--- src/rtl/spi_device.sv ---
// SPI target with oversampled SCK/CSn/MOSI, LSB-first byte shifting, a one-byte TX
// holding register and a valid/ready RX output register. Everything runs on clk_i.
module spi_device #(
   parameter bit CPOL       = 1'b0,
   parameter bit CPHA       = 1'b0,
   parameter int SyncStages = 2
) (
   input  logic       clk_i,
   input  logic       rst_ni,
   input  logic       sck_i,
   input  logic       csn_i,
   input  logic       mosi_i,
   output logic       miso_o,
   output logic       miso_en_o,
   input  logic [7:0] tx_data_i,
   input  logic       tx_valid_i,
   output logic       tx_ready_o,
   output logic [7:0] rx_data_o,
   output logic       rx_valid_o,
   input  logic       rx_ready_i,
   output logic       busy_o,
   output logic       tx_underrun_o,
   output logic       rx_overrun_o
);

   typedef enum logic [1:0] {StIdle, StLoad, StActive} state_e;

   // Synchroniser reset values per lane: {mosi, csn, sck}; sck rests at its idle level.
   localparam logic [2:0] SyncRst = {1'b0, 1'b1, CPOL};

   logic [2:0] sync_in;
   logic [2:0] sync_out;
   logic       sck_s;
   logic       csn_s;
   logic       mosi_s;

   assign sync_in = {mosi_i, csn_i, sck_i};

   for (genvar gi = 0; gi < 3; gi++) begin : g_sync
      logic [SyncStages-1:0] chain_reg;
      always_ff @(posedge clk_i or negedge rst_ni) begin
         if (!rst_ni) begin
            chain_reg <= {SyncStages{SyncRst[gi]}};
         end else begin
            chain_reg <= {chain_reg[SyncStages-2:0], sync_in[gi]};
         end
      end
      assign sync_out[gi] = chain_reg[SyncStages-1];
   end

   assign sck_s  = sync_out[0];
   assign csn_s  = sync_out[1];
   assign mosi_s = sync_out[2];

   logic   sck_prev_reg;
   logic   csn_prev_reg;
   logic   lead_edge;
   logic   trail_edge;
   logic   sample_edge;
   logic   shift_edge;
   logic   csn_fall;

   state_e state_reg;
   state_e state_next;
   logic   do_load;
   logic   do_sample;
   logic   do_shift;
   logic   byte_done;
   logic   reload;

   logic [7:0] hold_reg;
   logic       hold_full_reg;
   logic       hold_full_next;
   logic       tx_take;
   logic [7:0] reload_byte;
   logic [7:0] tx_shift_reg;
   logic [6:0] rx_shift_reg;
   logic [7:0] rx_byte;
   logic [2:0] cnt_reg;
   logic       miso_reg;
   logic [7:0] rx_data_reg;
   logic       rx_valid_reg;
   logic       tx_underrun_reg;
   logic       rx_overrun_reg;

   assign lead_edge   = (sck_s != CPOL) && (sck_prev_reg == CPOL);
   assign trail_edge  = (sck_s == CPOL) && (sck_prev_reg != CPOL);
   assign sample_edge = CPHA ? trail_edge : lead_edge;
   assign shift_edge  = CPHA ? lead_edge : trail_edge;
   assign csn_fall    = csn_prev_reg && !csn_s;

   always_ff @(posedge clk_i or negedge rst_ni) begin
      if (!rst_ni) begin
         sck_prev_reg <= CPOL;
         csn_prev_reg <= 1'b1;
         state_reg    <= StIdle;
      end else begin
         sck_prev_reg <= sck_s;
         csn_prev_reg <= csn_s;
         state_reg    <= state_next;
      end
   end

   // A high synced CSn aborts from any state; serial edges only count while ACTIVE.
   always_comb begin
      state_next = state_reg;
      do_load    = 1'b0;
      do_sample  = 1'b0;
      do_shift   = 1'b0;
      unique case (state_reg)
         StIdle: begin
            if (csn_fall) state_next = StLoad;
         end
         StLoad: begin
            if (csn_s) begin
               state_next = StIdle;
            end else begin
               do_load    = 1'b1;
               state_next = StActive;
            end
         end
         StActive: begin
            if (csn_s) begin
               state_next = StIdle;
            end else begin
               do_sample = sample_edge;
               do_shift  = shift_edge;
            end
         end
         default: state_next = StIdle;
      endcase
   end

   // The shift register is refilled at every byte boundary, so the next byte is
   // committed (and an empty holding register flagged) as soon as a byte completes.
   assign byte_done      = do_sample && (cnt_reg == 3'd7);
   assign reload         = do_load || byte_done;
   assign tx_take        = tx_valid_i && !hold_full_reg;
   assign hold_full_next = tx_take ? 1'b1 : (reload ? 1'b0 : hold_full_reg);
   assign reload_byte    = hold_full_reg ? hold_reg : 8'h00;
   assign rx_byte        = {mosi_s, rx_shift_reg};

   always_ff @(posedge clk_i or negedge rst_ni) begin
      if (!rst_ni) begin
         hold_reg        <= 8'h00;
         hold_full_reg   <= 1'b0;
         tx_shift_reg    <= 8'h00;
         tx_underrun_reg <= 1'b0;
      end else begin
         if (tx_take) hold_reg <= tx_data_i;
         hold_full_reg   <= hold_full_next;
         tx_underrun_reg <= reload && !hold_full_reg;
         if (reload) tx_shift_reg <= reload_byte;
      end
   end

   always_ff @(posedge clk_i or negedge rst_ni) begin
      if (!rst_ni) begin
         miso_reg     <= 1'b0;
         cnt_reg      <= 3'd0;
         rx_shift_reg <= 7'd0;
      end else if (csn_s) begin
         miso_reg     <= 1'b0;
         cnt_reg      <= 3'd0;
         rx_shift_reg <= 7'd0;
      end else begin
         if (do_load) cnt_reg <= 3'd0;
         if (do_load && !CPHA) begin
            miso_reg <= reload_byte[0];
         end else if (do_shift) begin
            miso_reg <= tx_shift_reg[cnt_reg];
         end
         if (do_sample) begin
            if (cnt_reg != 3'd7) rx_shift_reg[cnt_reg] <= mosi_s;
            cnt_reg <= cnt_reg + 3'd1;
         end
      end
   end

   // A completed byte is dropped only when the previous one is still unaccepted.
   always_ff @(posedge clk_i or negedge rst_ni) begin
      if (!rst_ni) begin
         rx_data_reg    <= 8'h00;
         rx_valid_reg   <= 1'b0;
         rx_overrun_reg <= 1'b0;
      end else begin
         rx_overrun_reg <= 1'b0;
         if (byte_done) begin
            if (!rx_valid_reg || rx_ready_i) begin
               rx_data_reg  <= rx_byte;
               rx_valid_reg <= 1'b1;
            end else begin
               rx_overrun_reg <= 1'b1;
            end
         end else if (rx_valid_reg && rx_ready_i) begin
            rx_valid_reg <= 1'b0;
         end
      end
   end

   assign miso_o        = miso_reg;
   assign miso_en_o     = !csn_s;
   assign busy_o        = !csn_s;
   assign tx_ready_o    = !hold_full_reg;
   assign rx_data_o     = rx_data_reg;
   assign rx_valid_o    = rx_valid_reg;
   assign tx_underrun_o = tx_underrun_reg;
   assign rx_overrun_o  = rx_overrun_reg;

endmodule

--- config.mk ---
export PLATFORM = sky130hd
export DESIGN_NAME = spi_device
export DESIGN_NICKNAME = d
export VERILOG_FILES = /design/src/rtl/spi_device.sv
export SDC_FILE = /design/constraint.sdc
export NUM_CORES = 1
export LEC_CHECK = 0
export CAP_MARGIN = 15
export CORE_UTILIZATION = 57
export DETAILED_ROUTE_END_ITERATION = 10
export PLACE_DENSITY = 0.88
export SYNTH_ARGS = -nofsm -noshare
export SYNTH_HDL_FRONTEND = slang
export SYNTH_SLANG_ARGS = --single-unit
--- constraint.sdc ---
create_clock -name clk_i -period 4.1 [get_ports clk_i]
set_clock_uncertainty 0.05 [all_clocks]
set_input_delay 0.82 -clock clk_i [delete_from_list [all_inputs] [get_ports clk_i]]
set_output_delay 0.82 -clock clk_i [all_outputs]
set_load 0.02 [all_outputs]
==> metrics.csv, run 1 <==
metric,value,unit
maxSlewViolCount,0,
drt-total-wl,3.24,mm
worstSetupPathType,reg -> out,
cpPeakStageDelay,0.75,ns
numPortBuffers,29,
synth_top_area_frac,0.567,
gp_congestion,0.780,
grt-ovfl-total,0,
hpwl,2.31,mm
ys_ff_latch,49,
antenna_found_initial,0,
netlist_instances,163,
outcome,finished clean,
ir_worst_vdd,0.000318,V
synthesis.nets,180,
p_int,768,uW
n_antenna_cell,0,
cp-start-kind,flop,
detail_route.first_pass.iterations,4,
power_frac_comb,0.187,
grtUsageTotal,0.197,
cp-end-kind,output port,
ys_types,34,
hold_viol_final,0,
power.leakage,0.00113,uW
tightest_slew,0.729,ns
yosysTopAreaCell,dfrtp_1,
timing.fmax,383,MHz
drc,0,
clkTransAtPathRegs,0.12,ns
setup-violations-final,0,
crit_required,3.23,ns
wl_per_cell,13.5,um
ys_top_cells_by_area,"dfrtp_1 57%, mux2_2 8.9%, nand2_1 4.3%, mux2i_1 3.9%, dfstp_2 3.9%",
cts_hold_buffers,0,
start_util,0.604,
ys.warnings.count,0,
num-nets-final,211,
layout_min_cycle_time,2.61,ns
final_area,0.00241,sq mm
clock_latency,0.36,ns
vias,1279,
grt_max_degree,50,
netlist_area,0.00203,sq mm
swShare,0.273,
cp.arrival,1.74,ns
p_total,1060,uW
drive_gt1_frac,0.170,
h-tree-depth,2,
max_cap_viol_count,0,
die_h,61.7,um
crit_slowest_cell,dfstp_2,
seq_power_share,0.608,
numCtsBuffers,5,
grt_first_pass_wirelength,5.33,mm
switchingPower,288,uW
fp.dieArea,0.00381,sq mm
pwr-share-clk,0.205,
finalSetupTns,0,ns
rsz0062_at_grt,false,
initialDrtViolationCount,32,
placementRows,21,
ctsRootBufferMaster,clkbuf_4,
ys_seq_area_frac,0.606,
hold_ws,0.219,ns
syn2layout_area_growth,18.5,%
power_density,439,mW/mm^2
worst-path-max-fanout,16,
crit_chain,inv_1 > clkdlybuf4s50_1,
maxSlewHeadroom,0.513,
cts_setup_buffers,0,
post_cts_resized,0,
fp.dieW,61.7,um
hold_path_class,in -> async,
grt_pass1_vias,1200,
final.period_utilization,0.636,
ant_nets,0,
avgSynthCellArea,12.5,sq um
cts.sinks,49,
place_area,0.00232,sq mm
ios,30,
viasPerCell,5.33,
cts_tree,done,
core,0.00336,sq mm
cts_buffer_depth,2,
placed cells by master (no fill, tap or decap), types with 2 or more instances in the layout:
cell type,instances
dfstp_2,3
ha_1,2
mux2i_1,8
nor2_1,11
o21ai_0,9
clkdlybuf4s50_1,28
dfrtp_1,46
mux2_2,16
mux4_2,2
nor4b_1,2
nor2b_1,3
clkbuf_4,5
nand3_1,10
nand2_1,23
a21oi_1,2
inv_1,4
per-layer routing:
| metal | routed length (um) | vias to the layer above | track usage |
|---|---|---|---|
| met5 | 0 | - | 0 |
| met4 | 53 | 0 | 0.0984 |
| met3 | 98 | 5 | 0.0462 |
| met2 | 1670 | 29 | 0.310 |
| met1 | 1420 | 627 | 0.256 |
| li1 | - | 618 | - |
power groups by stage:
stage	Sequential (uW)	Clock (uW)	Combinational (uW)
floorplan	622	0	155
global placement	642	0	182
detailed placement	652	0	198
CTS	642	225	198
global route	653	248	222
finish	643	217	197
cell usage after synthesis:
cell / n
and3b_1: 1
buf_4: 1
mux4_2: 2
inv_1: 4
nor4b_1: 2
o21ai_0: 9
o22ai_1: 1
nor3b_4: 1
xnor2_1: 1
nand3_4: 1
o21ai_1: 1
and3_4: 1
nand3_1: 10
a41oi_1: 1
dfstp_2: 3
dfrtp_1: 46
nand2_1: 23
nor4bb_1: 1
clkbuf_1: 3
nor2b_1: 3
buf_2: 1
a21oi_1: 2
ha_1: 2
mux2_2: 16
or3_1: 1
nand3b_1: 1
buf_6: 1
clkbuf_8: 1
nor3b_1: 1
a21o_1: 1
nand4_1: 1
mux2i_1: 8
or2b_1: 1
nor2_1: 11
kinds of logic after synthesis:
group	after synthesis	share of synthesized area
XOR/XNOR	1	0.00431
buffers and inverters	11	0.0314
flip-flops	49	0.606
multiplexers	26	0.150
adder cells (fa/ha/maj)	2	0.0123
AO/OA/AOI/OAI	15	0.0407
AND/OR/NAND/NOR	59	0.155
per-stage QoR:
| step | setup WS [ns] | instances | utilization |
|---|---|---|---|
| after detailed placement | 1.61 | 231 | 0.691 |
| after global placement | 1.72 | 231 | 0.691 |
| after global routing | 1.38 | 240 | 0.716 |
| final | 1.49 | 240 | 0.716 |
| after CTS | 1.48 | 238 | 0.708 |
| after floorplan | 2.00 | 163 | - |
worst paths after layout:
check,from,endpoint,slack [ns],depth (start not counted)
setup / recovery,g_sync[1].chain_reg[1],busy_o,1.49,2
hold / removal,rst_ni,state_reg[0],0.22,1
setup reg to reg,cnt_reg[0],rx_shift_reg[0],1.85,6
hold reg to reg,g_sync[1].chain_reg[0],g_sync[1].chain_reg[1],0.31,0
max in group asynchronous,rst_ni,g_sync[1].chain_reg[0],3.27,2
min in group clk_i,g_sync[1].chain_reg[0],g_sync[1].chain_reg[1],0.31,0
worst max-delay path, delay by kind of cell, from the launching register on:
family | cells | cell delay, ns
DFF | 1 | 0.75
buffers and inverters | 2 | 0.63
cell type report:
type / instances / area (sq um)
Fill cell: 261 / 956
Clock buffer: 7 / 55.1
Inverter: 4 / 15.0
Tap cell: 46 / 57.6
Timing Repair Buffer: 31 / 313
Sequential cell: 49 / 1230
Multi-Input combinational cell: 103 / 737
Power figures use the tool's default switching activity.
==> inputs of run 2 (changes only) <==
--- a/config.mk
+++ b/config.mk
@@ -6,9 +6,9 @@
 export NUM_CORES = 1
 export LEC_CHECK = 0
 export CAP_MARGIN = 15
-export CORE_UTILIZATION = 57
+export CORE_UTILIZATION = 48
 export DETAILED_ROUTE_END_ITERATION = 10
-export PLACE_DENSITY = 0.88
+export PLACE_DENSITY = 0.8
 export SYNTH_ARGS = -nofsm -noshare
 export SYNTH_HDL_FRONTEND = slang
 export SYNTH_SLANG_ARGS = --single-unit
==> constraint.sdc (replaced) <==
create_clock -name clk_i -period 2.3 [get_ports clk_i]
set_clock_uncertainty 0.05 [all_clocks]
set_input_delay 0.46 -clock clk_i [delete_from_list [all_inputs] [get_ports clk_i]]
set_output_delay 0.46 -clock clk_i [all_outputs]
set_load 0.02 [all_outputs]
==> run 2 against run 1 <==
  * Critical path type unchanged
  * Critical endpoint unchanged
  * Critical path depth is the same
  * Via count is 0.70% higher
  * Count of clock-buffer cells in the layout is 2 lower
  * Largest cell class unchanged
==> metrics.csv, run 2 (synthesis gave the netlist of run 1 again) <==
metric,value,unit
hold_viol_final,0,
worstSetupPathType,reg -> out,
setup-violations-final,0,
crit_required,1.79,ns
start_util,0.504,
timing.fmax,458,MHz
layout_setup_ws,0.119,ns
cts.sinks,49,
antenna_found_initial,0,
dpl_worst_slack,0.236,ns
final_cell_mix,"46 x dfrtp_1, 28 x clkdlybuf4s50_1, 23 x nand2_1",
gp_congestion,0.848,
post_cts_resized,0,
syn2layout_area_growth,20.6,%
numPortBuffers,29,
ctsRootBufferMaster,clkbuf_8,
p_total,1980,uW
ant_nets,0,
numPlacedInstances,239,
cts_tree,done,
finalSetupTns,0,ns
n_antenna_cell,0,
core,0.00403,sq mm
layout_min_cycle_time,2.18,ns
clkTransAtPathRegs,0.09,ns
viasPerCell,5.21,
cts_hold_buffers,0,
grt_pass1_vias,1235,
final.period_utilization,0.948,
hpwl,2.35,mm
tightest_slew,0.580,ns
maxSlewViolCount,0,
cts_setup_buffers,0,
grt_max_degree,50,
final_common_cell,dfrtp_1,
maxSlewHeadroom,0.613,
drive_gt1_frac,0.188,
grt-ovfl-total,0,
power_density,808,mW/mm^2
outcome,finished clean,
final-instance-count-excl-fill,247,
die_h,67.0,um
rsz0062_at_grt,false,
clock_latency,0.30,ns
num-nets-final,213,
grtUsageTotal,0.180,
hold_path_class,in -> async,
placementRows,23,
drt-total-wl,3.24,mm
fp.dieArea,0.00450,sq mm
wl_per_cell,13.1,um
vias,1288,
fp.dieW,67.0,um
cp-end-kind,output port,
power.leakage,0.00115,uW
numCtsBuffers,5,
detail_route.first_pass.iterations,4,
fin_util,0.608,
cts_buffer_depth,2,
worst-path-max-fanout,16,
max_cap_viol_count,0,
ios,30,
cp.arrival,1.67,ns
h-tree-depth,2,
cp-start-kind,flop,
initialDrtViolationCount,65,
ir_worst_vdd,0.000455,V
grt_first_pass_wirelength,5.75,mm
drc,0,
## run 2: cell count changes in the layout (fill, tap and decap cells not counted)
cell	delta
clkbuf_4	-5
inv_6	+1
buf_4	+3
clkbuf_8	+4
clkinvlp_4	+1
buf_12	-1
clkbuf_1	-1
clkinv_2	+1
## run 2: metrics by stage
step           instance area (sq um)  hold WS, ns
3_3_place_gp                    2360        0.286
3_5_place_dp                    2360        0.294
6_report                        2450        0.187
4_1_cts                         2450        0.206
2_1_floorplan                   2030        0.114
5_1_grt                         2450        0.235
## run 2: final timing paths
path,startpoint,endpoint,slack (ns),depth (start not counted)
setup reg to reg,cnt_reg[0],rx_shift_reg[3],0.25,6
min in group clk_i,g_sync[1].chain_reg[0],g_sync[1].chain_reg[1],0.31,0
hold reg to reg,g_sync[1].chain_reg[0],g_sync[1].chain_reg[1],0.31,0
max in group asynchronous,rst_ni,hold_reg[5],1.62,2
hold / removal,rst_ni,rx_overrun_o,0.19,2
setup / recovery,g_sync[1].chain_reg[1],busy_o,0.12,2
## run 2: critical path, cell delays in order, from the launching register on
cell	delay (ns)
dfstp_2	0.72
inv_1	0.10
clkdlybuf4s50_1	0.55
## run 2: area by class of cell
cell class                 count  area [sq um]
clock inverter                 3          21.3
multi-input combinational    103           737
clock buffer                   5          68.8
fill                         319          1580
timing repair buffer          33           315
sequential                    49          1230
tap                           50          62.6
inverter                       4          15.0
## run 2: metal layers
metal	track usage	wire [um]	vias up
li1	-	-	625
met1	0.208	1330	620
met2	0.301	1690	36
met3	0.0531	153	7
met4	0.0851	61	0
met5	0	0	-
## run 2: power by group
| group | switching, uW | internal [uW] |
|---|---|---|
| logic | 144 | 202 |
| clock network | 279 | 216 |
| registers | 114 | 1030 |
| total | 537 | 1440 |
==> inputs of run 3 (changes only) <==
--- a/config.mk
+++ b/config.mk
@@ -6,9 +6,9 @@
 export NUM_CORES = 1
 export LEC_CHECK = 0
 export CAP_MARGIN = 15
-export CORE_UTILIZATION = 48
+export CORE_UTILIZATION = 53
 export DETAILED_ROUTE_END_ITERATION = 10
-export PLACE_DENSITY = 0.8
+export PLACE_DENSITY = 0.83
 export SYNTH_ARGS = -nofsm -noshare
 export SYNTH_HDL_FRONTEND = slang
 export SYNTH_SLANG_ARGS = --single-unit
==> constraint.sdc (replaced) <==
create_clock -name clk_i -period 2.28 [get_ports clk_i]
set_clock_uncertainty 0.05 [all_clocks]
set_input_delay 0.456 -clock clk_i [delete_from_list [all_inputs] [get_ports clk_i]]
set_output_delay 0.456 -clock clk_i [all_outputs]
set_load 0.02 [all_outputs]
==> run 3 against run 2 <==
  * Clock power rose by 26%
  * Global-route usage is 1.6 points higher
  * First-iteration DRC count grew 7.7%
  * Utilization grew 7.2 points
  * Count of clock-buffer cells in the layout grew 2
  * Setup slack better by 0.013 ns
  * Sequential cell count unchanged
  * Total power rose by 8.8%
  * Sequential share of layout area decreased by 0.68 points
  * Worst hold slack got worse by 0.065 ns
  * Critical path depth unchanged
  * Highest routed layer unchanged
==> metrics.csv, run 3 (synthesis gave the netlist of run 1 again) <==
metric,value,unit
outcome,finished clean,
n_antenna_cell,0,
cp.arrival,1.64,ns
final-instance-count-excl-fill,246,
power.leakage,0.00117,uW
crit_required,1.77,ns
hold_path_class,in -> async,
fillCellCount,252,
die_h,63.9,um
ir_worst_vdd,0.000741,V
post_cts_resized,0,
wl_per_cell,13.9,um
maxSlewHeadroom,0.575,
syn2layout_area_growth,22.7,%
num-nets-final,214,
start_util,0.555,
setup-violations-final,0,
final.period_utilization,0.942,
final_cell_mix,"46 x dfrtp_1, 28 x clkdlybuf4s50_1, 23 x nand2_1",
seq_area,0.00123,sq mm
numPlacedInstances,238,
grtUsageTotal,0.196,
clkTransAtPathRegs,0.09,ns
power_frac_comb,0.169,
viasPerCell,5.37,
drive_gt1_frac,0.192,
cts_setup_buffers,0,
ant_nets,0,
cp-start-kind,flop,
hold_ws,0.121,ns
drt-total-wl,3.42,mm
placementRows,22,
fp.dieArea,0.00408,sq mm
cts.sinks,49,
swShare,0.258,
grt_pass1_vias,1275,
cts_tree,done,
power_density,865,mW/mm^2
drc,0,
ctsRootBufferMaster,clkbuf_8,
p_int,1600,uW
detail_route.first_pass.iterations,6,
worst-path-max-fanout,16,
maxSlewViolCount,0,
max_cap_viol_count,0,
place_area,0.00236,sq mm
rsz0062_at_grt,false,
core,0.00366,sq mm
worstSetupPathType,reg -> out,
hpwl,2.42,mm
fp.dieW,63.9,um
numCtsBuffers,5,
final_common_cell,dfrtp_1,
grt-ovfl-total,0,
switchingPower,556,uW
grt_first_pass_wirelength,5.99,mm
timing.fmax,466,MHz
ios,30,
cts_buffer_depth,2,
grt_max_degree,32,
tightest_slew,0.638,ns
seq_power_share,0.542,
finalSetupTns,0,ns
numPortBuffers,29,
gp_congestion,0.781,
h-tree-depth,2,
hold_viol_final,0,
cts_hold_buffers,0,
multi_input_area,743,sq um
dpl_worst_slack,0.192,ns
cp-end-kind,output port,
clock_latency,0.30,ns
ff2ff_path_depth,6,
initialDrtViolationCount,70,
vias,1322,
final_area,0.00249,sq mm
layout_setup_ws,0.132,ns
pwr-share-clk,0.289,
layout_min_cycle_time,2.15,ns
antenna_found_initial,0,
-- run 3: worst max-delay path, cell delays in order, from the launching register on --
cell,delay (ns)
dfstp_4,0.73
inv_1,0.08
clkdlybuf4s50_1,0.54
-- run 3: final cells by class --
type,instances,share of cell area
flip-flops and latches,49,0.495
multi-input cells,103,0.298
repair buffers,34,0.130
clock buffers,7,0.0347
well taps,48,0.0241
clock inverters,1,0.0121
inverters,4,0.00603
-- run 3: stage by stage --
step,utilization,total power [uW]
2_1_floorplan,-,1400
5_1_grt,0.680,2270
4_1_cts,0.678,2170
3_5_place_dp,0.646,1530
6_report,0.680,2150
3_3_place_gp,0.646,1510
-- run 3: final timing paths --
check                                  startpoint  slack, ns                     end
setup / recovery           g_sync[1].chain_reg[1]       0.13                  busy_o
hold / removal                             rst_ni       0.12         tx_shift_reg[2]
setup reg to reg                       cnt_reg[0]       0.25         rx_shift_reg[5]
hold reg to reg            g_sync[0].chain_reg[0]       0.30  g_sync[0].chain_reg[1]
max in group asynchronous                  rst_ni       1.39            rx_data_o[2]
min in group clk_i         g_sync[0].chain_reg[0]       0.30  g_sync[0].chain_reg[1]
-- run 3: per-layer routing --
metal / vias to the layer above / global-route usage / share of wire
li1: 633 / - / -
met4: 0 / 0.0938 / 0.015
met2: 39 / 0.313 / 0.52
met5: - / 0 / 0
met1: 646 / 0.259 / 0.43
met3: 4 / 0.0375 / 0.037
-- run 3: power groups by stage --
stage / registers [uW] / clock network [uW] / logic (uW)
floorplan: 1120 / 0 / 279
detailed placement: 1170 / 0 / 360
global route: 1190 / 675 / 404
CTS: 1160 / 637 / 369
global placement: 1160 / 0 / 345
finish: 1170 / 624 / 363
